==> src/rtl/alu_issue_ctrl_pkg.sv <==
// Shared definitions for the ALU issue/hazard controller: opcode constants,
// register address width and the in-flight slot record.
package alu_issue_ctrl_pkg;

    localparam int         REG_AW     = 3;
    localparam int         MAX_WB_LAT = 4;
    localparam int         SLOT_IDX_W = 2;
    localparam logic [3:0] COP_IMM    = 4'b0011;

    typedef logic [REG_AW-1:0]     reg_adr_t;
    typedef logic [SLOT_IDX_W-1:0] slot_idx_t;

    typedef struct packed {
        logic     v;
        reg_adr_t dest;
        logic     we;
    } slot_t;

    // The immediate form reuses the regB field as immediate bits.
    function automatic logic uses_src_b(input logic [3:0] cop);
        return cop != COP_IMM;
    endfunction

endpackage

==> src/rtl/alu_issue_ctrl_if.sv <==
// Decode <-> issue-controller bundle. The master is decode/fetch, the slave is
// the issue controller.
interface alu_issue_ctrl_if;
    import alu_issue_ctrl_pkg::*;

    // Handshake: decode presents an instruction with dec_valid; it is accepted
    // (issued) in a cycle where dec_valid=1 and dec_stall=0. While dec_stall=1
    // decode must keep the same instruction and fields stable on the next cycle.
    logic        hold;
    logic        dec_valid;
    logic [3:0]  dec_cop;
    reg_adr_t    dec_regA_adr;
    reg_adr_t    dec_regB_adr;
    reg_adr_t    dec_destReg_adr;
    logic        dec_we;
    logic        dec_stall;
    logic        alu_enable;
    logic        alu_we;
    logic        fwdA_sel;
    logic        fwdB_sel;
    logic [15:0] stall_cnt;

    modport master (
        output hold, dec_valid, dec_cop, dec_regA_adr, dec_regB_adr,
               dec_destReg_adr, dec_we,
        input  dec_stall, alu_enable, alu_we, fwdA_sel, fwdB_sel, stall_cnt
    );

    modport slave (
        input  hold, dec_valid, dec_cop, dec_regA_adr, dec_regB_adr,
               dec_destReg_adr, dec_we,
        output dec_stall, alu_enable, alu_we, fwdA_sel, fwdB_sel, stall_cnt
    );

endinterface

==> src/rtl/alu_issue_ctrl_inflight_slot_chain.sv <==
// Shift chain of in-flight register writes (slot 0 = ALU stage, last slot =
// register-file write) with a youngest-match search for two source addresses.
module alu_issue_ctrl_inflight_slot_chain
    import alu_issue_ctrl_pkg::*;
#(
    parameter int WB_LAT = 2
) (
    input  logic      clk,
    input  logic      reset,
    input  logic      i_advance,
    input  slot_t     i_push,
    input  reg_adr_t  i_src_a,
    input  reg_adr_t  i_src_b,
    output logic      o_found_a,
    output slot_idx_t o_idx_a,
    output logic      o_found_b,
    output slot_idx_t o_idx_b
);

    slot_t r_slot [WB_LAT];

    always_ff @(posedge clk) begin
        if (reset) begin
            for (int i = 0; i < WB_LAT; i++) begin
                r_slot[i] <= '0;
            end
        end else if (i_advance) begin
            r_slot[0] <= i_push;
            for (int i = 1; i < WB_LAT; i++) begin
                r_slot[i] <= r_slot[i-1];
            end
        end
    end

    // Scan oldest to youngest so the lowest matching index wins.
    always_comb begin
        o_found_a = 1'b0;
        o_idx_a   = '0;
        o_found_b = 1'b0;
        o_idx_b   = '0;
        for (int i = WB_LAT - 1; i >= 0; i--) begin
            if (r_slot[i].v && r_slot[i].we && (r_slot[i].dest == i_src_a)) begin
                o_found_a = 1'b1;
                o_idx_a   = slot_idx_t'(i);
            end
            if (r_slot[i].v && r_slot[i].we && (r_slot[i].dest == i_src_b)) begin
                o_found_b = 1'b1;
                o_idx_b   = slot_idx_t'(i);
            end
        end
    end

endmodule

==> src/rtl/alu_issue_ctrl.sv <==
// Issue and hazard controller between decode and the ALU stage: decides
// issue / forward / stall per decoded instruction and counts stall cycles.
module alu_issue_ctrl
    import alu_issue_ctrl_pkg::*;
#(
    parameter int WB_LAT = 2,
    parameter int FWD_EN = 1
) (
    input  logic              clk,
    input  logic              reset,
    alu_issue_ctrl_if.slave   bus
);

    localparam logic FWD_ON = (FWD_EN != 0);

    logic        w_use_b;
    logic        w_found_a;
    logic        w_found_b;
    slot_idx_t   w_idx_a;
    slot_idx_t   w_idx_b;
    logic        w_fwd_a;
    logic        w_fwd_b;
    logic        w_haz_a;
    logic        w_haz_b;
    logic        w_hazard;
    logic        w_issue;
    logic        w_stall;
    slot_t       w_push;
    logic [15:0] r_stall_cnt;

    alu_issue_ctrl_inflight_slot_chain #(
        .WB_LAT (WB_LAT)
    ) u_chain (
        .clk       (clk),
        .reset     (reset),
        .i_advance (~bus.hold),
        .i_push    (w_push),
        .i_src_a   (bus.dec_regA_adr),
        .i_src_b   (bus.dec_regB_adr),
        .o_found_a (w_found_a),
        .o_idx_a   (w_idx_a),
        .o_found_b (w_found_b),
        .o_idx_b   (w_idx_b)
    );

    // Only a producer sitting in the ALU stage can be bypassed; anything older
    // must wait, including the slot writing the register file this cycle.
    assign w_use_b  = uses_src_b(bus.dec_cop);
    assign w_fwd_a  = FWD_ON & w_found_a & (w_idx_a == '0);
    assign w_fwd_b  = FWD_ON & w_use_b & w_found_b & (w_idx_b == '0);
    assign w_haz_a  = w_found_a & ~w_fwd_a;
    assign w_haz_b  = w_use_b & w_found_b & ~w_fwd_b;
    assign w_hazard = w_haz_a | w_haz_b;

    assign w_issue  = bus.dec_valid & ~w_hazard & ~bus.hold;
    assign w_stall  = bus.dec_valid & (w_hazard | bus.hold);
    assign w_push   = w_issue ? '{v: 1'b1, dest: bus.dec_destReg_adr, we: bus.dec_we}
                              : '0;

    assign bus.dec_stall  = w_stall;
    assign bus.alu_enable = ~bus.hold;
    assign bus.alu_we     = bus.dec_we & w_issue;
    assign bus.fwdA_sel   = bus.dec_valid & w_fwd_a;
    assign bus.fwdB_sel   = bus.dec_valid & w_fwd_b;
    assign bus.stall_cnt  = r_stall_cnt;

    always_ff @(posedge clk) begin
        if (reset) begin
            r_stall_cnt <= '0;
        end else if (w_stall && (r_stall_cnt != 16'hFFFF)) begin
            r_stall_cnt <= r_stall_cnt + 16'd1;
        end
    end

endmodule

==> src/flat_wrapper.sv <==
// flat-port wrapper written by rule: the top's interface ports become plain ports
module alu_issue_ctrl_flat import alu_issue_ctrl_pkg::*;
#(
    parameter int WB_LAT = 2,
    parameter int FWD_EN = 1
)
  (clk, reset, bus_hold, bus_dec_valid, bus_dec_cop, bus_dec_regA_adr, bus_dec_regB_adr, bus_dec_destReg_adr, bus_dec_we, bus_dec_stall, bus_alu_enable, bus_alu_we, bus_fwdA_sel, bus_fwdB_sel, bus_stall_cnt);
  alu_issue_ctrl_if bus_i ();
  input  logic clk;
  input  logic reset;
  input wire logic [$bits(bus_i.hold)-1:0] bus_hold;
  input wire logic [$bits(bus_i.dec_valid)-1:0] bus_dec_valid;
  input wire logic [$bits(bus_i.dec_cop)-1:0] bus_dec_cop;
  input wire logic [$bits(bus_i.dec_regA_adr)-1:0] bus_dec_regA_adr;
  input wire logic [$bits(bus_i.dec_regB_adr)-1:0] bus_dec_regB_adr;
  input wire logic [$bits(bus_i.dec_destReg_adr)-1:0] bus_dec_destReg_adr;
  input wire logic [$bits(bus_i.dec_we)-1:0] bus_dec_we;
  output wire logic [$bits(bus_i.dec_stall)-1:0] bus_dec_stall;
  output wire logic [$bits(bus_i.alu_enable)-1:0] bus_alu_enable;
  output wire logic [$bits(bus_i.alu_we)-1:0] bus_alu_we;
  output wire logic [$bits(bus_i.fwdA_sel)-1:0] bus_fwdA_sel;
  output wire logic [$bits(bus_i.fwdB_sel)-1:0] bus_fwdB_sel;
  output wire logic [$bits(bus_i.stall_cnt)-1:0] bus_stall_cnt;
  assign bus_i.hold = bus_hold;
  assign bus_i.dec_valid = bus_dec_valid;
  assign bus_i.dec_cop = bus_dec_cop;
  assign bus_i.dec_regA_adr = bus_dec_regA_adr;
  assign bus_i.dec_regB_adr = bus_dec_regB_adr;
  assign bus_i.dec_destReg_adr = bus_dec_destReg_adr;
  assign bus_i.dec_we = bus_dec_we;
  assign bus_dec_stall = bus_i.dec_stall;
  assign bus_alu_enable = bus_i.alu_enable;
  assign bus_alu_we = bus_i.alu_we;
  assign bus_fwdA_sel = bus_i.fwdA_sel;
  assign bus_fwdB_sel = bus_i.fwdB_sel;
  assign bus_stall_cnt = bus_i.stall_cnt;
  alu_issue_ctrl #(.WB_LAT(WB_LAT), .FWD_EN(FWD_EN)) u_core (.clk(clk), .reset(reset), .bus(bus_i));
endmodule
==> config.mk <==
export PLATFORM = sky130hd
export DESIGN_NAME = alu_issue_ctrl_flat
export DESIGN_NICKNAME = d
export VERILOG_FILES = /design/src/rtl/alu_issue_ctrl_pkg.sv /design/src/rtl/alu_issue_ctrl_if.sv /design/src/rtl/alu_issue_ctrl_inflight_slot_chain.sv /design/src/rtl/alu_issue_ctrl.sv /design/src/flat_wrapper.sv
export SDC_FILE = /design/constraint.sdc
export NUM_CORES = 1
export LEC_CHECK = 0
export ABC_AREA = 0
export ABC_CLOCK_PERIOD_IN_PS = 2900
export CAP_MARGIN = 20
export CORE_MARGIN = 2
export CORE_UTILIZATION = 48
export DETAILED_ROUTE_END_ITERATION = 7
export GPL_TIMING_DRIVEN = 1
export HOLD_SLACK_MARGIN = 0.02
export PLACE_DENSITY_LB_ADDON = 0.05
export SKIP_LAST_GASP = 1
export SYNTH_ARGS = -nofsm -noshare
export SYNTH_HDL_FRONTEND = slang
export SYNTH_SLANG_ARGS = --single-unit
==> constraint.sdc <==
create_clock -name clk -period 2.9 [get_ports clk]
set_clock_uncertainty 0.2 [all_clocks]
set_input_delay 0.58 -clock clk [delete_from_list [all_inputs] [get_ports clk]]
set_output_delay 0.58 -clock clk [all_outputs]
set_load 0.01 [all_outputs]
==> run summary, run 1 <==
status: complete, but fails checks
failing checks: negative setup slack
Power per Cell Area: 326 nW/um^2
worst vdd ir: 0.229 mV
Top delay family on crit path: simple AND/OR/NAND/NOR gates
drt total wl: 3710 um
compound-cell area share of the yosys netlist: 9.98%
Avg Vias per Cell: 5.86
Crit. End Element: output port
Slew Limit Fails: 0
vias in the first global route: 1325
register area share after synthesis: 42.7%
max incr delay on CP: 0.54 ns
CTS root buf: clkbuf_4
FF+latch count, synth: 26
global placer's final weighted congestion: 0.854
cell taking the most area after synthesis: dfxtp_1
top cells by area, synth: dfxtp_1 22%, edfxtp_1 21%, xor2_1 6.0%, mux2_2 4.6%, and2_1 3.9%
total gr overflow: 0
Area growth syn-to-layout: 38.9%
GR Util All Layers: 22.3%
period utilisation layout: 101%
total CTS buffers: 3
Arr. time, crit path: 2.15 ns
Die Width: 59.0 um
worst path bufs/invs: 2
Synth Warn #: 0
hold crit path type: flip-flop to flip-flop
Post-Synth Adder-Cell Area: 0.861%
Met2 Wirelength: 1700 um
Clock Path Buffers: 2
via count: 1384
drc violations: 0
depth of the CTS H-tree: 1
die span in y: 59.0 um
Post-DP Area: 1920 um^2
worst-path cell chain: dlygate4sd2_1 -> xor2_1 -> or4_4 -> a21oi_4 -> and2_4 -> and3_4 -> buf_6
Setup CP Type: primary input to output port
fill count: 233
max cap viols: 0
CP Data Required Time: 2.12 ns
fin area: 2020 um^2
Max Used Layer: met4
post-synth cell types: 38
largest net degree at the start of global routing: 24
Initial Utilization: 51.8%
detailed placement HPWL: 2670 um
Site Rows: 19
Yosys top cell area share: 22.0%
Pleak: 0.762 nW
slew margin rel.: 51.6%
layout cells sized above 1: 18.6%
Setup WS pre-CTS: -0.699 ns
unrepaired setup endpoints after global routing: true
drt initial violations: 73
hold_ws: 0.321 ns
Die Area: 3490 um^2
CTS tree: built
routed len/inst: 15.7 um
syn nets: 174
latest clock arrival within the worst-skew pair: 0.32 ns
largest family of logic cells by synthesized area: simple AND/OR/NAND/NOR gates
core area: 2810 um^2
CP max stage cell: or4_4
CTS Sinks: 26
Port Buffers: 38
M1 wire length: 1640 um
clock-pin slew on the worst setup and hold paths: 0.14 ns
worst setup margin: -0.0296 ns
Routed Antenna Nets: 0
crit-path max FO: 2
cell count after synthesis: 155
IO Pins: 39
Worst-Margin Slew: 0.721 ns
met3 WL: 264 um
nets@finish: 224
maximum clock rate: 341 MHz
mux share of post-synthesis cell area: 5.34%
Post-Syn Area: 1450 um^2
first-pass GRT wire length: 5810 um
Hold Fails Final Rpt: 0
syn_area_per_cell: 9.38 um^2
Synth Area in Simple Gates: 31.0%
Worst setup SP type: primary input
# setup viols final: 1
fin crit period: 2.93 ns
number of iterations in the first detailed-routing pass: 5
Post-Synth XOR/XNOR Area: 7.23%
initial antenna violation count: 1
==> through the flow <==
step / utilization, % / TNS (ns) / power (mW) / std cells
after floorplan: - / 0 / 0.446 / 155
after CTS: 70.9 / -0.0415 / 0.659 / 235
final: 72.0 / -0.0296 / 0.659 / 236
after global placement: 68.5 / -6.77 / 0.496 / 229
after global routing: 72.0 / -0.132 / 0.690 / 236
after detailed placement: 68.5 / -7.86 / 0.501 / 229
==> final cells by class <==
type | count | area, um^2 | share of cell area [%]
antenna | 1 | 2.50 | 0.124
clock buffer | 3 | 22.5 | 1.12
clock inverter | 1 | 3.75 | 0.186
inverter | 4 | 15.0 | 0.743
multi-input combinational | 120 | 846 | 41.9
sequential | 26 | 621 | 30.7
tap | 31 | 38.8 | 1.92
timing repair buffer | 50 | 470 | 23.3
==> final timing paths <==
path | start | endpoint | slack [ns] | cells past startpoint
setup / recovery | bus_dec_regA_adr[2] | bus_alu_we | -0.03 | 7
hold / removal | u_core.bus.stall_cnt[7]$_SDFFE_PP0P_ | u_core.bus.stall_cnt[7]$_SDFFE_PP0P_ | 0.32 | 2
setup reg to reg | u_core.u_chain.r_slot[0][3]$_SDFFCE_PN0P_ | u_core.bus.stall_cnt[14]$_SDFFE_PP0P_ | 0.15 | 8
hold reg to reg | u_core.bus.stall_cnt[7]$_SDFFE_PP0P_ | u_core.bus.stall_cnt[7]$_SDFFE_PP0P_ | 0.32 | 2
==> flip-flops by register name, indices dropped and copies added (netlist names) <==
signal                 cells
u_core.bus.stall_cnt      16
u_core.u_chain.r_slot     10
==> tightest hold or removal path, delay by kind of cell (launching register included) <==
family,cells,cell delay (ns)
flip-flops,1,0.36
AO/OA/AOI/OAI,2,0.13
==> cell families after synthesis <==
group,after synthesis
adder cells (fa/ha/maj),1
multiplexers,7
XOR/XNOR,12
AO/OA/AOI/OAI,23
AND/OR/NAND/NOR,77
buffers and inverters,9
flip-flops,26
==> per-layer routing <==
layer | up-vias | global-route usage [%]
met5 | - | 0
li1 | 674 | -
met3 | 11 | 3.93
met2 | 62 | 35.2
met4 | 0 | 11.4
met1 | 637 | 29.2
==> repair_timing <==
| item | CTS | global route |
|---|---|---|
| hold buffers | 0 | 0 |
| setup endpoints to repair | 13 | 3 |
| pin swaps | 9 | 8 |
| buffers inserted | 2 | 1 |
| gates resized for setup | 32 | 5 |
| endpoints found under the hold margin | 0 | 0 |
==> power by group <==
group	internal, mW	switching, mW
Combinational	0.0535	0.0481
Clock	0.0506	0.108
Sequential	0.389	0.00997
Total	0.493	0.166
==> Yosys cell counts, drive strengths merged <==
cell type and instances:
a2111o 1, a211o 1, a211oi 1, a21oi 9
and2 10, and3 3, and4 2, buf 2
clkbuf 3, dfxtp 16, edfxtp 10, ha 1
inv 4, mux2 6, mux2i 1, nand2 5
nand2b 3, nand3 7, nand4 5, nand4b 2
nand4bb 1, nor2 15, nor2b 4, nor3 3
nor3b 1, nor4 6, o21ai 5, o21ba 1
o31ai 5, or2 2, or3 1, or4 7
xnor2 2, xor2 10
==> layout by cell type, fill, tap and decap left out, types with 3 or more instances in the layout <==
master	count
a21oi_1	8
and2_1	9
buf_4	11
buf_6	3
clkbuf_4	3
clkdlybuf4s50_1	24
dfxtp_1	16
dlygate4sd2_1	9
edfxtp_1	10
inv_1	4
mux2_2	6
nand2_1	5
nand2b_1	3
nand3_1	7
nand4_1	5
nor2_1	14
nor2b_1	4
nor3_1	3
nor4_1	4
o21ai_0	4
o31ai_1	5
or4_1	5
xor2_1	10
No activity file was read; power rests on OpenSTA's default activity.
==> run 2, diff against run 1 <==
--- a/config.mk
+++ b/config.mk
@@ -11,7 +11,7 @@
 export CORE_MARGIN = 2
 export CORE_UTILIZATION = 48
 export DETAILED_ROUTE_END_ITERATION = 7
-export GPL_TIMING_DRIVEN = 1
+export GPL_TIMING_DRIVEN = 0
 export HOLD_SLACK_MARGIN = 0.02
 export PLACE_DENSITY_LB_ADDON = 0.05
 export SKIP_LAST_GASP = 1
==> run 2 against run 1 <==
- the run still ends with negative setup slack left
- non-clock buffer count shrank 4
- final cell count shrank 2.1%
- first-iteration DRC count shrank 16%
- die area is the same
- critical path type is now flip-flop to output port
- largest cell class unchanged
- critical endpoint unchanged
==> run summary, run 2 (synthesized netlist as in run 1, its figures left out) <==
clock-pin slew on the worst setup and hold paths: 0.14 ns (about the same)
Post-DP Area: 1860 um^2 (-3.0%)
Worst Reg-to-Reg Cells: 8 (unchanged)
commonest non-fill, non-tap cell in the layout: clkdlybuf4s50_1
worst-path cell chain: xor2_1 -> or4_4 -> a21oi_4 -> and2_4 -> and3_4 -> buf_6
detailed placement HPWL: 2600 um (-2.4%)
max cap viols: 0 (unchanged)
largest net degree at the start of global routing: 15 (-38%)
CTS tree: built
hold_ws: 0.327 ns (+0.00593 ns)
fin crit period: 2.94 ns (+0.00554 ns)
Finished Core Util: 69.4% (-2.5 points)
number of iterations in the first detailed-routing pass: 4 (-1)
drt initial violations: 61 (-16%)
Slew Limit Fails: 0 (unchanged)
Die Area: 3490 um^2 (unchanged)
hold crit path type: flip-flop to flip-flop
drt total wl: 3540 um (-4.7%)
fin cells: 231 (-2.1%)
R2R Setup Slk: 0.16 ns (about the same)
latest clock arrival within the worst-skew pair: 0.32 ns (about the same)
total CTS buffers: 3 (unchanged)
Routed Antenna Nets: 0 (unchanged)
Worst Min Path Start: u_core.bus.stall_cnt[7]$_SDFFE_PP0P_
drc violations: 0 (unchanged)
Worst setup SP type: flip-flop
DP Cell Count: 223 (-2.6%)
Pleak: 0.723 nW (-5.0%)
Setup CP Type: flip-flop to output port
crit-path max FO: 5 (+3)
depth of the CTS H-tree: 1 (unchanged)
r2r startpoint: u_core.u_chain.r_slot[0][8]$_SDFFCE_PN0P_
layout cells sized above 1: 14.5% (-4.1 points)
met3 Use GR: 3.28% (-0.66 points)
Arr. time, crit path: 2.16 ns (about the same)
via count: 1358 (-1.9%)
Worst-Margin Slew: 0.701 ns (-0.0194 ns)
Clock Path Buffers: 2 (unchanged)
initial antenna violation count: 0 (-1)
Hold Fails Final Rpt: 0 (unchanged)
fill count: 240 (+3.0%)
global placer's final weighted congestion: 0.887 (+3.8%)
IO Pins: 39 (unchanged)
# setup viols final: 1 (unchanged)
CTS root buf: clkbuf_4
Worst Hold Depth: 2 (unchanged)
GR Util met1: 30.0% (+0.83 points)
Avg Vias per Cell: 5.88 (+0.25%)
first-pass GRT wire length: 5620 um (-3.3%)
most used routing layer: met2
Area growth syn-to-layout: 34.0%
worst setup margin: -0.0351 ns (-0.00554 ns)
die span in y: 59.0 um (unchanged)
CTS Sinks: 26 (unchanged)
antenna diode count: 0 (-1)
GR Util All Layers: 21.3% (-0.96 points)
Initial Utilization: 51.8% (unchanged)
register area: 621 um^2 (unchanged)
commonest cells after routing, fill and taps aside: 23 x clkdlybuf4s50_1, 16 x dfxtp_1, 15 x nor2_1, 10 x xor2_1, 10 x edfxtp_1
core area: 2810 um^2 (unchanged)
Site Rows: 19 (unchanged)
nets@finish: 220 (-1.8%)
status: complete, but fails checks
Power per Cell Area: 333 nW/um^2 (+2.1%)
maximum clock rate: 341 MHz (-0.19%)
routed len/inst: 15.3 um (-2.6%)
CP Data Required Time: 2.12 ns (about the same)
failing checks: negative setup slack
worst vdd ir: 0.201 mV (-12%)
worst r2r dst: u_core.bus.stall_cnt[15]$_SDFFE_PP0P_
area of the multi-input gates: 825 um^2 (-2.5%)
max reg flops: 16 (unchanged)
Port Buffers: 37 (-2.6%)
M2 GR Usage: 33.8% (-1.4 points)
unrepaired setup endpoints after global routing: true
CP max stage cell: or4_4
Crit. End Element: output port
period utilisation layout: 101% (+0.19 points)
slew margin rel.: 52.9% (+1.3 points)
fin area: 1950 um^2 (-3.5%)
max incr delay on CP: 0.56 ns (+0.02 ns)
worst min-delay path endpoint: u_core.bus.stall_cnt[7]$_SDFFE_PP0P_
Die Width: 59.0 um (unchanged)
CTS Hold Bufs: 0 (unchanged)
total gr overflow: 0 (unchanged)
vias in the first global route: 1255 (-5.3%)
==> run 2: changes by cell type in the layout (fill, tap and decap cells not counted), moves of 2 or more <==
cell             previous run  this run
buf_4                      11         5
clkbuf_1                    0         4
clkdlybuf4s15_1             0         2
dlygate4sd2_1               9         7
==> run 2: worst max-delay path, delay by kind of cell, from the launching register on <==
kind / cells / cell delay [ns]
DFF: 1 / 0.47
AOI/OAI and AO/OA: 1 / 0.14
xor gates and xnor gates: 1 / 0.19
buffers and inverters: 1 / 0.10
and+or+nand+nor: 3 / 0.94
==> run 2: worst max-delay path by stage <==
stage,end,slack (ns),depth (start not counted),startpoint
floorplan,bus_alu_we,0.10,6,bus_dec_regA_adr[2]
global placement,bus_alu_we,-1.05,8,bus_dec_regA_adr[2]
detailed placement,bus_alu_we,-1.08,8,bus_dec_regA_adr[2]
CTS,bus_alu_we,-0.09,7,u_core.u_chain.r_slot[0][1]$_SDFFCE_PN0P_
global route,bus_alu_we,-0.13,6,u_core.u_chain.r_slot[0][1]$_SDFFCE_PN0P_
finish,bus_alu_we,-0.04,6,u_core.u_chain.r_slot[0][1]$_SDFFCE_PN0P_
==> run 2: what timing repair did <==
action                                  4_1_cts  5_1_grt
pin swaps                                     9        6
resized for setup                            32        3
endpoints found under the setup margin        4        3
endpoints found under the hold margin         0        0
buffers inserted                              5        0
==> run 2: where the power goes <==
group | total (mW) | internal, mW | switching (mW)
Combinational | 0.0911 | 0.0461 | 0.0449
Sequential | 0.398 | 0.389 | 0.00944
Clock | 0.159 | 0.0538 | 0.105
Total | 0.648 | 0.489 | 0.160
==> run 2: cell type report <==
| cell class | instances | area share [%] |
|---|---|---|
| inverters | 4 | 0.771 |
| well taps | 31 | 1.99 |
| repair buffers | 42 | 20.6 |
| flip-flops and latches | 26 | 31.9 |
| clock buffers | 4 | 1.35 |
| multi-input cells | 120 | 42.3 |
| plain buffers | 4 | 1.16 |
==> run 2: per-stage QoR <==
stage / setup TNS [ns] / setup WS [ns] / power (mW)
2_1_floorplan: 0 / 0.101 / 0.446
3_3_place_gp: -4.83 / -1.05 / 0.489
3_5_place_dp: -5.60 / -1.08 / 0.493
4_1_cts: -0.0920 / -0.0920 / 0.650
5_1_grt: -0.163 / -0.131 / 0.676
6_report: -0.0351 / -0.0351 / 0.648
==> run 2: layer usage <==
layer  vias to the layer above  part of all wire [%]
met5                         -                     0
li1                        668                     -
met3                         6                   6.1
met4                         0                   1.3
met2                        54                    47
met1                       630                    46
